==> src/rtl/fb_scanout.sv <==
// fb_scanout: 640x480 VGA scan-out of a 320x240 3-bit frame buffer with 2x
// pixel and line doubling; sync and colour travel a 3-stage aligned pipeline.
module fb_scanout #(
  parameter int H_VISIBLE = 640,
  parameter int H_FP      = 16,
  parameter int H_SYNC    = 96,
  parameter int H_BP      = 48,
  parameter int V_VISIBLE = 480,
  parameter int V_FP      = 10,
  parameter int V_SYNC    = 2,
  parameter int V_BP      = 33
) (
  input  logic        clk,
  input  logic        rst,
  input  logic        enable,
  output logic [16:0] fb_rd_addr,
  output logic        fb_rd_en,
  input  logic        fb_red,
  input  logic        fb_green,
  input  logic        fb_blue,
  output logic        vga_hsync,
  output logic        vga_vsync,
  output logic        vga_red,
  output logic        vga_green,
  output logic        vga_blue,
  output logic        vblank,
  output logic        frame_start
);

  localparam logic [9:0] H_LAST = 10'(H_VISIBLE + H_FP + H_SYNC + H_BP - 1);
  localparam logic [9:0] V_LAST = 10'(V_VISIBLE + V_FP + V_SYNC + V_BP - 1);
  localparam logic [9:0] H_ACT  = 10'(H_VISIBLE);
  localparam logic [9:0] V_ACT  = 10'(V_VISIBLE);
  localparam logic [9:0] HS_BEG = 10'(H_VISIBLE + H_FP);
  localparam logic [9:0] HS_END = 10'(H_VISIBLE + H_FP + H_SYNC);
  localparam logic [9:0] VS_BEG = 10'(V_VISIBLE + V_FP);
  localparam logic [9:0] VS_END = 10'(V_VISIBLE + V_FP + V_SYNC);

  typedef enum logic {
    IDLE,
    RUN
  } state_t;

  state_t      state;
  state_t      state_next;
  logic [9:0]  h_cnt;
  logic [9:0]  v_cnt;
  logic        running;
  logic        h_end;
  logic        frame_end;
  logic        visible;
  logic        hsync_raw;
  logic        vsync_raw;
  logic [8:0]  fb_x;
  logic [8:0]  fb_y;
  logic [16:0] addr_next;

  // Stage 1 and stage 2 of the flag delay; the pin registers are stage 3.
  logic [1:0]  vis_d;
  logic [1:0]  hs_d;
  logic [1:0]  vs_d;

  always_ff @(posedge clk or negedge rst) begin
    if (!rst) begin
      state <= IDLE;
    end else begin
      state <= state_next;
    end
  end

  always_comb begin
    state_next  = state;
    running     = (state == RUN);
    h_end       = (h_cnt == H_LAST);
    frame_end   = h_end && (v_cnt == V_LAST);
    vblank      = !running || (v_cnt >= V_ACT);
    frame_start = running && (h_cnt == '0) && (v_cnt == '0);
    case (state)
      IDLE: if (enable) state_next = RUN;
      RUN:  if (frame_end && !enable) state_next = IDLE;
      default: state_next = IDLE;
    endcase
  end

  always_ff @(posedge clk or negedge rst) begin
    if (!rst) begin
      h_cnt <= '0;
      v_cnt <= '0;
    end else if (running) begin
      if (h_end) begin
        h_cnt <= '0;
        v_cnt <= (v_cnt == V_LAST) ? '0 : v_cnt + 10'd1;
      end else begin
        h_cnt <= h_cnt + 10'd1;
      end
    end else begin
      h_cnt <= '0;
      v_cnt <= '0;
    end
  end

  // y*320 + x built from shifts; the sum never exceeds 76799.
  always_comb begin
    fb_x      = h_cnt[9:1];
    fb_y      = v_cnt[9:1];
    addr_next = {fb_y, 8'd0} + {2'd0, fb_y, 6'd0} + {8'd0, fb_x};
    visible   = running && (h_cnt < H_ACT) && (v_cnt < V_ACT);
    hsync_raw = !(running && (h_cnt >= HS_BEG) && (h_cnt < HS_END));
    vsync_raw = !(running && (v_cnt >= VS_BEG) && (v_cnt < VS_END));
  end

  always_ff @(posedge clk or negedge rst) begin
    if (!rst) begin
      fb_rd_en   <= 1'b0;
      fb_rd_addr <= '0;
      vis_d      <= '0;
      hs_d       <= '1;
      vs_d       <= '1;
      vga_hsync  <= 1'b1;
      vga_vsync  <= 1'b1;
      vga_red    <= 1'b0;
      vga_green  <= 1'b0;
      vga_blue   <= 1'b0;
    end else begin
      fb_rd_en   <= visible;
      fb_rd_addr <= visible ? addr_next : '0;
      vis_d      <= {vis_d[0], visible};
      hs_d       <= {hs_d[0], hsync_raw};
      vs_d       <= {vs_d[0], vsync_raw};
      vga_hsync  <= hs_d[1];
      vga_vsync  <= vs_d[1];
      vga_red    <= vis_d[1] & fb_red;
      vga_green  <= vis_d[1] & fb_green;
      vga_blue   <= vis_d[1] & fb_blue;
    end
  end

endmodule
==> config.mk <==
export PLATFORM = sky130hd
export DESIGN_NAME = fb_scanout
export DESIGN_NICKNAME = d
export VERILOG_FILES = /design/src/rtl/fb_scanout.sv
export SDC_FILE = /design/constraint.sdc
export NUM_CORES = 1
export LEC_CHECK = 0
export BUFFER_PORTS_ARGS = -buffer_cell sky130_fd_sc_hd__buf_4
export CORE_ASPECT_RATIO = 1.2
export CORE_MARGIN = 2
export CORE_UTILIZATION = 42
export DETAILED_ROUTE_END_ITERATION = 6
export GPL_TIMING_DRIVEN = 0
export HOLD_SLACK_MARGIN = 0.1
export PLACE_DENSITY_LB_ADDON = 0.25
export RECOVER_POWER = 25
export SETUP_SLACK_MARGIN = 0.5
export SYNTH_ARGS = -nofsm -noshare
export SYNTH_HDL_FRONTEND = slang
export SYNTH_SLANG_ARGS = --single-unit
==> constraint.sdc <==
create_clock -name clk -period 4.7 [get_ports clk]
set_input_delay 1.175 -clock clk [delete_from_list [all_inputs] [get_ports clk]]
set_output_delay 1.175 -clock clk [all_outputs]
set_load 0.1 [all_outputs]
Yosys cells after proc, flatten, opt, wreduce, memory -nomap -nowiden

Index checks and enable logic that the tools add are counted.

ROM bits: 0
Register bits after elaboration: 50
Word-level logic and storage cells: 57
Memories: 0
Input port bits: 6
Bits in latches: 0
Bits in writable memories: 0
Output and inout port bits: 25

Bitwise logic cells: 4
Muxes and demuxes: 9
Add/sub/neg operators: 4
Eq/ne operators: 3
Shifts and indexed selects: 0
Multiply operators: 0
Order comparisons: 7
Div/mod/pow operators: 0
Reductions and logical operators: 17

Operators by type and width:

| kind                  | number |
|---|---|
| $mux 10               | 5 |
| $add 10x1->10 const B | 2 |
| $eq 10x10->1 const B  | 2 |
| $ge 10x9->1 const B   | 2 |
| $logic_not 10->1      | 2 |
| $lt 10x10->1 const B  | 2 |
| $lt 10x9->1 const B   | 2 |
| $add 17x15->17        | 1 |
| $add 17x9->17         | 1 |
| $mux 17               | 1 |
| $ge 10x10->1 const B  | 1 |
| $logic_and 1x1->1     | 10 |
| $logic_not 1->1       | 4 |
| $and 1x1->1           | 3 |
| $mux 1                | 2 |
| $ne 2x1->1 const B    | 1 |
| $pmux 1 s2            | 1 |
| $logic_or 1x1->1      | 1 |
| $not 1->1             | 1 |

Longest topological paths before layout

Depth in word-level cells: 5
Gate-level depth with buffers: 8
Gate-level depth less buffers: 8

Worst setup path after synthesis

No wires, ideal clock.

Kind: flip-flop to output port
Start: register h_cnt[0]
End: output port frame_start
Slack: -256 ps
Path buffers: 0
Stages on the path, launching flop included: 6
Arrival: 3781 ps
Data required time: 3525 ps
Cells stage by stage: dfrtp_1 -> inv_1 -> ha_1 -> nor4b_1 -> nand4_1 -> nor4_1

Longest elaborated chain between the ends: 3

Ends and longest elaborated chain:

| element                        | RTL line | source |
|---|---|---|
| start, declared                | 46       | `logic [9:0] h_cnt;` |
| start signal, assigned         | 94       | `h_cnt <= h_cnt + 10'd1;` |
| $logic_not 10->1               | 77       | `frame_start = running && (h_cnt == '0) && (v_cnt == '0);` |
| $logic_and 1x1->1 (2 in a row) | 77       |  |
| end, declared                  | 27       | `output logic frame_start` |

Every way passes these cells.

Final worst setup path

Start: register h_cnt[1]
End: output port frame_start

Same word-level chain as after synthesis.

==> run summary <==
Outcome: complete, but fails checks
Failing checks: max-capacitance violations, max-slew violations
# resized after CTS: 0
Number of port buffers: 30
Min Tclk post-route: 3230 ps
Largest area contributor in the netlist: dfrtp_1
Synth top area cells: dfrtp_1, ha_1, dfstp_2
Antenna Cells: 0
Final net count: 307
Worst slew margin: -0.663
Setup Skew: 5.18 ps
Total GRT Usage: 0.162
Largest net degree at the start of global routing: 50
Fillers: 538
IO Count: 31
Most common cell after layout, fill and taps aside: dfrtp_1
Core Region: 5710 um^2
Synth cell types: 44
Total power: 0.000701 W
R2R Setup Slk: 1960 ps
CP Data Arrival Time: 2060 ps
Initial antenna violation count: 0
CTS sink cnt: 49
Final instance area: 2930 um^2
WL/cell: 12.7 um
Final hold vios: 0
Clock Latency Late Sink: 300 ps
Post-CTS Setup Inserts: 0
Die Height: 88.7 um
Hold bufs inserted after CTS: 0
Final critical-path setup slack: 1470 ps
Ys Warns: 0
Worst Hold Class: reg -> reg
First-pass GRT wire length: 8220 um
Vias: 1864
Post-synth EDFFs: 0
Congestion Overflow GR: 0
F_max: 0.309 GHz
Yosys reg bits: 49
RSZ-0062 raised after global routing: false
Root Buffer: clkbuf_8
Reg clk slew, reported paths: 90 ps
Ratio of cells with drive above 1 in the final layout: 0.186
TritonCTS clock tree: built
Commonest non-fill, non-tap cells in the layout: dfrtp_1, buf_4, ha_1
Placed Area: 2840 um^2
Asr flop ratio synth: 1.00
CTS Buf Count: 5
Syn Nets: 270
DPL Wire Length: 3390 um
Final Cycle Share: 0.688
RD Place Congestion: 0.801
Post-synthesis instance total: 241
Pre-CTS setup slack: 1780 ps
Antenna-violating nets left: 0
Area delta synth->final: 16.8%
Setup crit end kind: output port
Netlist Area Pre-Place: 2510 um^2
Pwr per Cell Area: 239 nW/um^2
Area share of the largest cell type after synthesis: 0.429
Lkg Pwr: 1.44 nW
Drt total wl: 4570 um
Required @ worst endpoint: 3520 ps
CP Max Fanout: 4
CTS Buffer Depth: 2
Via density: 5.19
Setup TNS: 0 ps
Worst hold margin: 359 ps
Worst VDD drop: 0.113 mV
Primary FF master, synth: dfrtp_1
Least-Margin Pin Slew: 2490 ps
Num rows: 30
H-tree Lvls: 2
Number of global-route vias before repair: 1820
Sequential share of the synthesized area: 0.491
CP Class: reg -> out
Die Width: 74.6 um
DRT Pass-1 Iters: 4
Initial core utilization: 0.440
Endpoints failing setup: 0
Slew Limit Fails: 50
CP Launch Type: register
# DRC: 0
Die area: 6620 um^2
Max cap viols: 1
Initial DRC Count: 71
Syn Area/Cell: 10.4 um^2
final timing paths:
check,from,to,cells after the start
min in group asynchronous,rst,fb_rd_addr[5],1
max in group asynchronous,rst,v_cnt[6],1
setup reg to reg,v_cnt[3],fb_rd_addr[15],8
hold reg to reg,vs_d[1],vga_vsync,0
setup / recovery,h_cnt[1],frame_start,6
hold / removal,vs_d[1],vga_vsync,0
synth_stat cells (6+ instances only):
cell type,instances
inv_1,13
and2_1,10
or3_1,7
a21oi_1,14
nand2_1,13
o21ai_0,9
nand3_1,11
nor2_1,20
ha_1,21
dfrtp_1,43
dfstp_2,6
xnor2_1,8
cells by family (layout without fill, tap and decap cells):
family / after synthesis / in the layout / synth area share
muxes: 2 / 2 / 0.00797
adders and majority gates: 23 / 23 / 0.121
xor gates and xnor gates: 11 / 11 / 0.0384
and+or+nand+nor: 97 / 97 / 0.210
buffers and inverters: 17 / 55 / 0.0294
DFF: 49 / 49 / 0.491
AOI/OAI and AO/OA: 42 / 42 / 0.103
area by class of cell:
type / count / area, um^2 / area share
buffer: 4 / 25.0 / 0.00853
clock buffer: 5 / 68.8 / 0.0235
clock inverter: 3 / 26.3 / 0.00896
inverter: 13 / 48.8 / 0.0166
multi-input combinational: 175 / 1210 / 0.412
sequential: 49 / 1230 / 0.420
tap: 80 / 100 / 0.0341
timing repair buffer: 30 / 221 / 0.0755
report_power, final:
part,internal [W],switching [W]
Clock,0.000108,0.000146
Sequential,0.000423,0.000000361
Combinational,0.00000449,0.0000187
Total,0.000536,0.000166
metrics by stage:
stage | util | std cells
floorplan | - | 241
global placement | 0.498 | 351
detailed placement | 0.498 | 351
CTS | 0.515 | 359
global route | 0.514 | 359
finish | 0.514 | 359
worst max-delay path, cell delays in order, from the launching register on:
cell and delay [ps]:
dfrtp_1 410, inv_1 100, ha_1 140, nor4b_1 300, nand4_1 150, nor4_2 310, buf_4 350
registers in the layout, summed over array words and instances, names as in the netlist:
register	cells
vga_hsync	1
v_cnt	10
vga_red	1
vga_green	1
vs_d	2
vga_vsync	1
vga_blue	1
running	1
h_cnt	10
hs_d	2
fb_rd_addr	17
vis_d	2
per-layer routing:
metal | up-vias | wire length [um] | GRT usage
li1 | 926 | - | -
met1 | 896 | 2090 | 0.199
met2 | 37 | 2250 | 0.279
met3 | 5 | 148 | 0.0273
met4 | 0 | 82 | 0.0682
met5 | - | 0 | 0
(Power assumes the default switching activity.)
